===== src/rtl/slow_timer_pkg.sv =====
// Shared constants and types for the slow timer scheduler.
package slow_timer_pkg;

  localparam int TIME_W     = 11;
  localparam int NUM_CH_DEF = 4;

  typedef enum logic {
    IDLE = 1'b0,
    RUN  = 1'b1
  } ch_state_t;

  function automatic int cnt_width(input int n);
    return (n > 1) ? $clog2(n) : 1;
  endfunction

endpackage


===== src/rtl/slow_timer_channel.sv =====
// One requester channel: loads a tick count, counts shared ticks down and
// emits a single-cycle expiry pulse.
//
// state | meaning
// IDLE  | not counting, busy=0
// RUN   | ticks outstanding in remaining, busy=1
module slow_timer_channel
  import slow_timer_pkg::*;
(
  input  logic              clk,
  input  logic              resetN,
  input  logic              tick,
  input  logic              request,
  input  logic [TIME_W-1:0] load_time,
  output logic              slowClk,
  output logic              busy
);

  ch_state_t         state;
  logic [TIME_W-1:0] remaining;

  always_ff @(posedge clk or negedge resetN) begin
    if (!resetN) begin
      state     <= IDLE;
      remaining <= '0;
      slowClk   <= 1'b0;
      busy      <= 1'b0;
    end else begin
      slowClk <= 1'b0;
      // A request always wins over a tick on the same edge, including the
      // terminal one, so a reload swallows the pending expiry.
      if (request) begin
        if (load_time != '0) begin
          state     <= RUN;
          remaining <= load_time;
          busy      <= 1'b1;
        end else begin
          state     <= IDLE;
          remaining <= '0;
          busy      <= 1'b0;
          slowClk   <= 1'b1;
        end
      end else begin
        case (state)
          IDLE: begin
            busy <= 1'b0;
          end
          RUN: begin
            if (tick) begin
              remaining <= remaining - TIME_W'(1);
              if (remaining == TIME_W'(1)) begin
                state   <= IDLE;
                busy    <= 1'b0;
                slowClk <= 1'b1;
              end
            end
          end
          default: begin
            state <= IDLE;
            busy  <= 1'b0;
          end
        endcase
      end
    end
  end

endmodule


===== src/rtl/slow_timer_scheduler.sv =====
// Shared slow-tick prescaler feeding NUM_CH independent countdown channels.
// Build option SLOWCLK_PAUSE_EN: pause freezes the prescaler and masks tick.
module slow_timer_scheduler
  import slow_timer_pkg::*;
#(
  parameter int NUM_CH   = NUM_CH_DEF,
  parameter int TICK_DIV = 2_500_000
) (
  input  logic                     clk,
  input  logic                     resetN,
  input  logic                     pause,
  input  logic [NUM_CH-1:0]        requestSlowClk,
  input  logic [NUM_CH*TIME_W-1:0] slowClkTime,
  output logic [NUM_CH-1:0]        slowClk,
  output logic [NUM_CH-1:0]        busy,
  output logic                     tick
);

  localparam int            PW        = cnt_width(TICK_DIV);
  localparam logic [PW-1:0] PRESC_MAX = PW'(TICK_DIV - 1);

  logic [PW-1:0] presc;
  logic          at_max;
  logic          hold;

  assign at_max = (presc == PRESC_MAX);

`ifdef SLOWCLK_PAUSE_EN
  assign hold = pause;
`else
  logic unused_pause;
  assign unused_pause = pause;
  assign hold         = 1'b0;
`endif

  assign tick = at_max & ~hold & resetN;

  always_ff @(posedge clk or negedge resetN) begin
    if (!resetN) begin
      presc <= '0;
    end else if (!hold) begin
      presc <= at_max ? '0 : presc + PW'(1);
    end
  end

  for (genvar i = 0; i < NUM_CH; i++) begin : g_ch
    slow_timer_channel u_ch (
      .clk       (clk),
      .resetN    (resetN),
      .tick      (tick),
      .request   (requestSlowClk[i]),
      .load_time (slowClkTime[i*TIME_W +: TIME_W]),
      .slowClk   (slowClk[i]),
      .busy      (busy[i])
    );
  end

endmodule


===== config.mk =====
export PLATFORM = sky130hd
export DESIGN_NAME = slow_timer_scheduler
export DESIGN_NICKNAME = d
export VERILOG_FILES = /design/src/rtl/slow_timer_pkg.sv /design/src/rtl/slow_timer_channel.sv /design/src/rtl/slow_timer_scheduler.sv
export SDC_FILE = /design/constraint.sdc
export NUM_CORES = 1
export LEC_CHECK = 0
export CORE_MARGIN = 1.5
export CORE_UTILIZATION = 30
export DETAILED_ROUTE_END_ITERATION = 7
export SLEW_MARGIN = 25
export SYNTH_ARGS = -nofsm -noshare
export SYNTH_HDL_FRONTEND = slang
export SYNTH_SLANG_ARGS = --single-unit

===== constraint.sdc =====
create_clock -name clk -period 6.31 [get_ports clk]
set_input_delay 0.631 -clock clk [delete_from_list [all_inputs] [get_ports clk]]
set_output_delay 0.631 -clock clk [all_outputs]
set_load 0.005 [all_outputs]

# Word level (Yosys, flattened, before mapping)
# Cells that the tools add are included.
[classes]
addsub = 5
multipliers = 0
div_mod_pow = 0
order_cmp = 0
eq_ne = 13
shifts = 0
mux = 73
n_bitwise = 5
reduce_logical = 20
[ops]
columns = ["operator", "n"]
rows = [
  ["$mux W11", 16],
  ["$mux W1", 52],
  ["$eq A11 B1 Y1 const B", 4],
  ["$reduce_bool A11 Y1", 4],
  ["$sub A11 B1 Y11 const B", 4],
  ["$ne A3 B3 Y1 const B", 8],
  ["$add A22 B1 Y22 const B", 1],
  ["$eq A22 B22 Y1 const B", 1],
  ["$mux W22", 1],
  ["$reduce_and A2 Y1", 8],
  ["$reduce_bool A2 Y1", 8],
  ["$pmux W1 S2", 4],
  ["$not A1 Y1", 4],
  ["$and A1 B1 Y1", 1],
]
[totals]
register_bits = 78
latch_bits = 0
ramBits = 0
romBits = 0
out_inout_bits = 9
wordCells = 133
mem_count = 0

# Depth between registers and ports, before layout
# Gate-level depths: netlist of run 1.
[depth]
depth_word = 5
depth_mapped = 8

# By module
# A second synthesis of run 1 with hierarchy kept.
[hier_totals]
cells_unflattened = 440
area_unflattened_um2 = 4289.1
[modules_own_cells]
columns = ["module", "n_inst", "cells_per_inst", "area_per_inst_um2", "seq_area_each_um2"]
rows = [
  ["slow_timer_channel", 4, 84, 799.5, 350.3],
  ["slow_timer_scheduler", 1, 104, 1091.0, 550.5],
]

# Worst setup path before layout of run 1
# No wires, ideal clock.
[synth_path]
path_kind = "register -> register"
startpoint = "register g_ch[1].u_ch.remaining[4]"
endpoint = "register g_ch[1].u_ch.busy"
setup_ps = 150
arrival_time_ps = 2042
required_time_ps = 6160
path_slack_ps = 4118
stages_incl_launch_ff = 6
period_less_slack_ps = 2192
path_cell_list = "dfrtp_1 > or4_4 > or4_4 > or4b_4 > o21ai_2 > o21ai_0"
[synth_between]
elab_chain_cells = 3
[synth_rtl]
columns = ["item", "line_no", "rtl"]
rows = [
  ["start: declaration", "slow_timer_channel.sv:20", "logic [TIME_W-1:0] remaining;"],
  ["start signal: assignment", "slow_timer_channel.sv:35", "remaining <= load_time;"],
  ["start signal: assignment", "slow_timer_channel.sv:50", "remaining <= remaining - TIME_W'(1);"],
  ["$eq A11 B1 Y1", "slow_timer_channel.sv:51", "if (remaining == TIME_W'(1)) begin"],
  ["$ne A3 B3 Y1 (no line)", "-", ""],
  ["$reduce_and A2 Y1 (no line)", "-", ""],
  ["end signal: assignment", "slow_timer_channel.sv:46", "busy <= 1'b0;"],
  ["end signal: assignment", "slow_timer_channel.sv:53", "busy <= 1'b0;"],
  ["end signal: assignment", "slow_timer_channel.sv:60", "busy <= 1'b0;"],
  ["end: declaration", "slow_timer_channel.sv:16", "output logic busy"],
]
# Every way passes these cells.
# A chain may end at the register's enable or synchronous reset.

# Final worst setup path of run 1
[layout_path]
startpoint = "register presc[0]"
endpoint = "output port tick"
[layout_between]
elab_chain_cells = 2
[layout_rtl]
columns = ["item", "line_no", "rtl"]
rows = [
  ["start: declaration", "slow_timer_scheduler.sv:22", "logic [PW-1:0] presc;"],
  ["start signal: assignment", "slow_timer_scheduler.sv:42", "presc <= at_max ? '0 : presc + PW'(1);"],
  ["$eq A22 B22 Y1", "slow_timer_scheduler.sv:26", "assign at_max = (presc == PRESC_MAX);"],
  ["$and A1 B1 Y1", "slow_timer_scheduler.sv:36", "assign tick = at_max & ~hold & resetN;"],
  ["end: declaration", "slow_timer_scheduler.sv:16", "output logic tick"],
]
# Every way passes these cells.

==> impl_metrics.csv, run 1 <==
group,metric,value,unit
logic_synthesis,syn_area,4340,sq um
clock_network,cts_hold_buf,0,
clock_network,cts_made_buffers,9,
logic_synthesis,synth_top_area_share,45.0,%
power_and_ir_drop,irDropWorstVdd,151,uV
flow_run,max_cap_violations,0,
power_and_ir_drop,power.switching,0.292,mW
logic_synthesis,synth_compound_area_share,7.81,%
drt,routed_wl,9.96,mm
placed_design,io_buffers,58,
drt,ant_nets,0,
die,rows,43,
grt,antenna_found_initial,0,
clock_network,cts_sinks,78,
sta,min_period,3.44,ns
grt,gr-total-overflow,0,
power_and_ir_drop,p_int,0.960,mW
sta,hold_violations,0,
clock_network,root_buffer,"clkbuf_16",
sta,timing.final.ws_setup,2.87,ns
sta,max_freq,290,MHz
logic_synthesis,synth.ff_latch_count,78,
final_layout,n_antenna_cell,0,
critical_path,endpoint_kind,"primary output",
sta,slew_headroom,44.5,%
drt,drt-vias-per-instance,5.04,
die,die_area,15200,sq um
die,die_y,123,um
drt,vias,3479,
final_layout,fin_cells,690,
logic_synthesis,synth_area_leaders,"dfrtp_1 45%, xnor2_1 9.1%, nand2_1 4.4%",
sta,rsz0062_at_grt,"no",
sta,clock_skew,0.00766,ns
drt,route.detailed.drc,0,
clock_network,postCtsSetupBuffers,0,
drt,first_iter_violations,187,
sta,setup_tns,0,ns
die,die_w,123,um
grt,grt_pass1_vias,3549,
power_and_ir_drop,powerDensity,234,nW/um^2
placed_design,dp.cells,676,
logic_synthesis,synth_ff_type,"dfrtp_1",
worst_hold_path,hp-class,"primary input to asynchronous set/reset pin",
power_and_ir_drop,clock_power_share,43.7,%
clock_network,cts_max_path_buffers,2,
power_and_ir_drop,pwr-share-comb,11.6,%
grt,grt_max_degree,56,
logic_synthesis,synthArstFlopShare,100,%
power_and_ir_drop,p_leak,2.09,nW
final_layout,drive_gt1_share,6.67,%
placed_design,hpwl,7.28,mm
critical_path,arrival,2.81,ns
die,initial_core_util,31.0,%
final_layout,area_growth,23.4,%
critical_path,cp_max_fo,8,
die,coreArea,14000,sq um
die,design.portCount,60,
power_and_ir_drop,power_frac_seq,44.6,%
logic_synthesis,synth_mux_area_share,4.09,%
logic_synthesis,synth_xor_area_share,10.5,%
critical_path,critPathKind,"flip-flop to primary output",
logic_synthesis,yosysSeqAreaShare,45.0,%
status,status,"finished, final reports clean",
clock_network,ctsResizeCount,0,
logic_synthesis,yosys.area_share.simple,25.3,%
grt,grt_pass1_wl,16.7,mm
sta,finalCritPeriodShare,54.6,%
drt,drtPass1Iterations,4,
logic_synthesis,synth_top_family_by_area,"simple AND/OR/NAND/NOR gates",
final_layout,nNetsFinal,567,
placed_design,place.gp.congestion,0.804,
sta,maxSlewViolCount,0,
clock_network,htreeDepth,3,
critical_path,required,5.68,ns
drt,post_drt_wl_per_cell,14.4,um
logic_synthesis,synth-edff-count,0,
placed_design,place_ws,3.10,ns
logic_synthesis,avgSynthCellArea,9.47,sq um
grt,grtUsageTotal,14.0,%
clock_network,clkTransAtPathRegs,0.06,ns
sta,holdWs,0.338,ns
logic_synthesis,yosys_warnings,0,
clock_network,insertion_delay,0.33,ns
logic_synthesis,syn-num-nets,518,
clock_network,cts_tree,"done",
critical_path,cp-start-kind,"flip-flop",
power_and_ir_drop,switching_share,23.3,%
logic_synthesis,syn_inst,458,
power_and_ir_drop,power.total,1.25,mW
logic_synthesis,synthAdderAreaFrac,2.60,%
logic_synthesis,synth.largest_area_cell,"dfrtp_1",
sta,setup_viol,0,
logic_synthesis,yosysUniqueCellTypes,46,
sta,worst_pin_slew,0.824,ns
power by group through the flow:
stage / sequential, mW / clock, mW / combinational (mW)
detailed placement: 0.567 / 0 / 0.146
global route: 0.563 / 0.580 / 0.163
finish: 0.559 / 0.547 / 0.146
floorplan: 0.560 / 0 / 0.0814
global placement: 0.565 / 0 / 0.144
CTS: 0.558 / 0.560 / 0.148
registers in the layout (all words and copies together), names as in the netlist:
| register | cells |
|---|---|
| g_ch.u_ch.state | 4 |
| g_ch.u_ch.remaining | 44 |
| presc | 22 |
| g_ch.u_ch.slowClk | 4 |
| g_ch.u_ch.busy | 4 |
through the flow:
stage | area, sq um | utilization [%]
global placement | 5030 | 36.0
detailed placement | 5030 | 36.0
global route | 5350 | 38.3
CTS | 5350 | 38.2
finish | 5350 | 38.3
floorplan | 4340 | -
logic make-up (layout without fill, tap and decap cells):
kind of cell	count (synthesis)	count (layout)
AO/OA/AOI/OAI	55	55
adder cells (fa/ha/maj)	9	9
AND/OR/NAND/NOR	203	203
flip-flops	78	78
buffers and inverters	44	96
multiplexers	17	17
XOR/XNOR	52	52
final timing paths:
check	startpoint	end	slack (ns)	depth (start not counted)
setup / recovery	presc[0]	tick	2.87	6
hold reg to reg	presc[18]	presc[18]	0.48	1
setup reg to reg	presc[0]	g_ch[1].u_ch.remaining[9]	3.46	6
hold / removal	resetN	g_ch[0].u_ch.remaining[5]	0.34	1
max in group asynchronous	resetN	presc[15]	5.08	2
min in group clk	presc[18]	presc[18]	0.48	1
cell type report:
type / count / area [sq um]
Tap cell: 180 / 225
Sequential cell: 78 / 1950
Clock buffer: 10 / 239
Timing Repair Buffer: 60 / 593
Inverter: 22 / 82.6
Clock inverter: 4 / 72.6
Multi-Input combinational cell: 336 / 2190
Fill cell: 1434 / 8640
synthesized netlist by cell type (10+ instances only):
cell      number
inv_1         21
nor3_1        19
mux2i_1       11
nand2_1       51
o21ai_0       34
nand4_1       13
nand3_1       15
xnor2_1       45
nor2_1        24
clkbuf_1      10
dfrtp_1       78
nor4_1        29
cells in the final DEF, fill, tap and decap left out, drive strengths merged, types with 2 or more instances in the layout:
cell type,count
a21oi,2
and2,5
and3,8
and4,2
buf,3
bufinv,2
clkbuf,10
clkdlybuf4s50,57
clkinv,2
dfrtp,78
ha,9
inv,21
mux2,6
mux2i,11
nand2,51
nand2b,5
nand3,15
nand4,13
nor2,24
nor2b,3
nor3,19
nor4,29
nor4b,3
o21a,3
o21ai,35
o31a,8
o41ai,4
or2,3
or3,9
or4,8
xnor2,45
xor2,7
per-layer routing:
layer / global-route usage, % / share of wire [%] / up-vias
met4: 4.67 / 1.3 / 0
met1: 19.3 / 47 / 1692
met3: 2.17 / 2.9 / 10
li1: - / - / 1722
met2: 22.6 / 49 / 55
met5: 0 / 0 / -
critical path: stages, from the launching register on:
cell and delay (ns):
dfrtp_1 0.41, ha_1 0.25, and4_1 0.49, and3_1 0.35, nand3_1 0.32, inv_1 0.15
clkdlybuf4s50_1 0.51
Power figures use the tool's default switching activity.
==> run 2: changes to the inputs <==
- clock period: 6.31 -> 3.4 ns (I/O delays scaled with it)
==> run 2 against run 1 <==
Die area unchanged. Total power is 75% higher. Cell area shrank 0.14%. Hold slack gained 0.13 ns. Sequential power grew 86%. Wire length is 0.65% higher. Global-route usage up 0.35 points. Cell count is 1.0% higher. Clock power grew 62%. First-iteration DRC count grew 0.53%.
==> impl_metrics.csv, run 2 (same netlist as run 1, synthesis figures left out) <==
group,metric,value,unit
final_layout,top_regs,"g_ch.u_ch.remaining x44, presc x22",
grt,grtUsageTotal,14.4,%
critical_path,cp-start-kind,"flip-flop",
clock_network,clkTransAtPathRegs,0.06,ns
clock_network,htreeDepth,3,
placed_design,hpwl,7.36,mm
final_layout,mostFrequentLayoutCells,"78 x dfrtp_1, 57 x clkdlybuf4s50_1, 51 x nand2_1, 45 x xnor2_1, 34 x o21ai_0",
drt,routed_wl,10.0,mm
grt,grt_pass1_wl,17.1,mm
clock_network,ctsResizeCount,0,
grt,gr-total-overflow,0,
sta,finalCritPeriodShare,82.2,%
grt,grt_max_degree,42,
final_layout,mostFrequentLayoutCell,"dfrtp_1",
clock_network,cts_tree,"done",
worst_hold_path,hp-class,"flip-flop to flip-flop",
drt,route.detailed.drc,0,
drt,ant_nets,0,
die,coreArea,14000,sq um
critical_path,arrival,2.45,ns
sta,setup_tns,0,ns
die,die_w,123,um
clock_network,root_buffer,"clkbuf_16",
sta,max_freq,358,MHz
final_layout,top_register,"g_ch.u_ch.remaining",
sta,min_period,2.79,ns
sta,rsz0062_at_grt,"no",
sta,timing.final.ws_setup,0.606,ns
drt,drtPass1Iterations,4,
sta,slew_headroom,32.8,%
grt,antenna_found_initial,0,
final_layout,largest_reg_flops,44,
clock_network,cts_max_path_buffers,2,
status,status,"finished, final reports clean",
final_layout,area_growth,23.2,%
drt,drt-vias-per-instance,5.02,
drt,post_drt_wl_per_cell,14.4,um
sta,worst_pin_slew,1.00,ns
critical_path,critPathKind,"flip-flop to primary output",
final_layout,nNetsFinal,572,
critical_path,cp_max_fo,5,
critical_path,endpoint_kind,"primary output",
placed_design,place_ws,0.885,ns
die,design.portCount,60,
placed_design,place.gp.congestion,0.791,
clock_network,insertion_delay,0.33,ns
power_and_ir_drop,power.total,2.19,mW
power_and_ir_drop,irDropWorstVdd,208,uV
power_and_ir_drop,powerDensity,410,nW/um^2
flow_run,max_cap_violations,0,
drt,vias,3502,
placed_design,io_buffers,58,
clock_network,cts_hold_buf,1,
drt,first_iter_violations,188,
clock_network,cts_sinks,78,
sta,hold_violations,0,
sta,setup_viol,0,
final_layout,drive_gt1_share,6.96,%
grt,grt_pass1_vias,3568,
power_and_ir_drop,p_leak,2.09,nW
die,die_y,123,um
clock_network,postCtsSetupBuffers,0,
clock_network,cts_made_buffers,9,
final_layout,n_antenna_cell,0,
die,die_area,15200,sq um
final_layout,fin_util,38.2,%
die,initial_core_util,31.0,%
die,rows,43,
sta,clock_skew,0.00663,ns
critical_path,required,3.06,ns
sta,maxSlewViolCount,0,
[run 2: cell count changes in the layout (fill, tap and decap cells not counted)]
cell / previous run / this run
clkinvlp_4: 1 / 2
nor4_2: 1 / 0
bufinv_16: 2 / 0
nor4_1: 28 / 29
dlygate4sd3_1: 0 / 1
clkbuf_1: 0 / 3
buf_4: 3 / 7
[run 2: per-stage QoR]
| stage | hold WS (ns) | area, sq um | instances |
|---|---|---|---|
| 6_report | 0.472 | 5350 | 697 |
| 5_1_grt | 0.499 | 5350 | 697 |
| 4_1_cts | 0.475 | 5350 | 697 |
| 3_5_place_dp | 0.353 | 5060 | 680 |
| 3_3_place_gp | 0.347 | 5060 | 680 |
| 2_1_floorplan | 0.0444 | 4340 | 458 |
[run 2: layer usage]
metal,global-route usage [%],wire length [um],vias up
met5,0,0,-
met2,23.8,4810,61
met1,19.1,4750,1700
li1,-,-,1728
met3,2.77,332,13
met4,4.17,127,0
[run 2: path summary, 6_finish.rpt]
kind | slack [ns] | start | end | cells after the start
hold / removal | 0.47 | presc[18] | presc[18] | 1
hold reg to reg | 0.47 | presc[18] | presc[18] | 1
setup reg to reg | 0.84 | presc[0] | g_ch[1].u_ch.remaining[9] | 6
max in group asynchronous | 2.20 | resetN | g_ch[3].u_ch.busy | 3
setup / recovery | 0.61 | presc[0] | tick | 6
min in group asynchronous | 0.52 | resetN | g_ch[0].u_ch.remaining[5] | 2
[run 2: layout make-up]
type	instances	area (sq um)
Tap cell	180	225
Clock buffer	13	250
Fill cell	1451	8640
Timing Repair Buffer	65	633
Sequential cell	78	1950
Multi-Input combinational cell	336	2180
Clock inverter	3	20.0
Inverter	22	82.6
[run 2: worst max-delay path, cell delays in order (launching register included)]
cell	delay, ns
dfrtp_1	0.40
ha_1	0.24
and4_1	0.26
and3_1	0.29
nand3_1	0.30
inv_1	0.13
clkdlybuf4s50_1	0.50
[run 2: report_power, final]
part           total [mW]  internal [mW]  switching (mW)
Sequential           1.04          0.986          0.0497
Clock               0.885          0.514           0.371
Combinational       0.272          0.144           0.128
Total                2.19           1.64           0.549
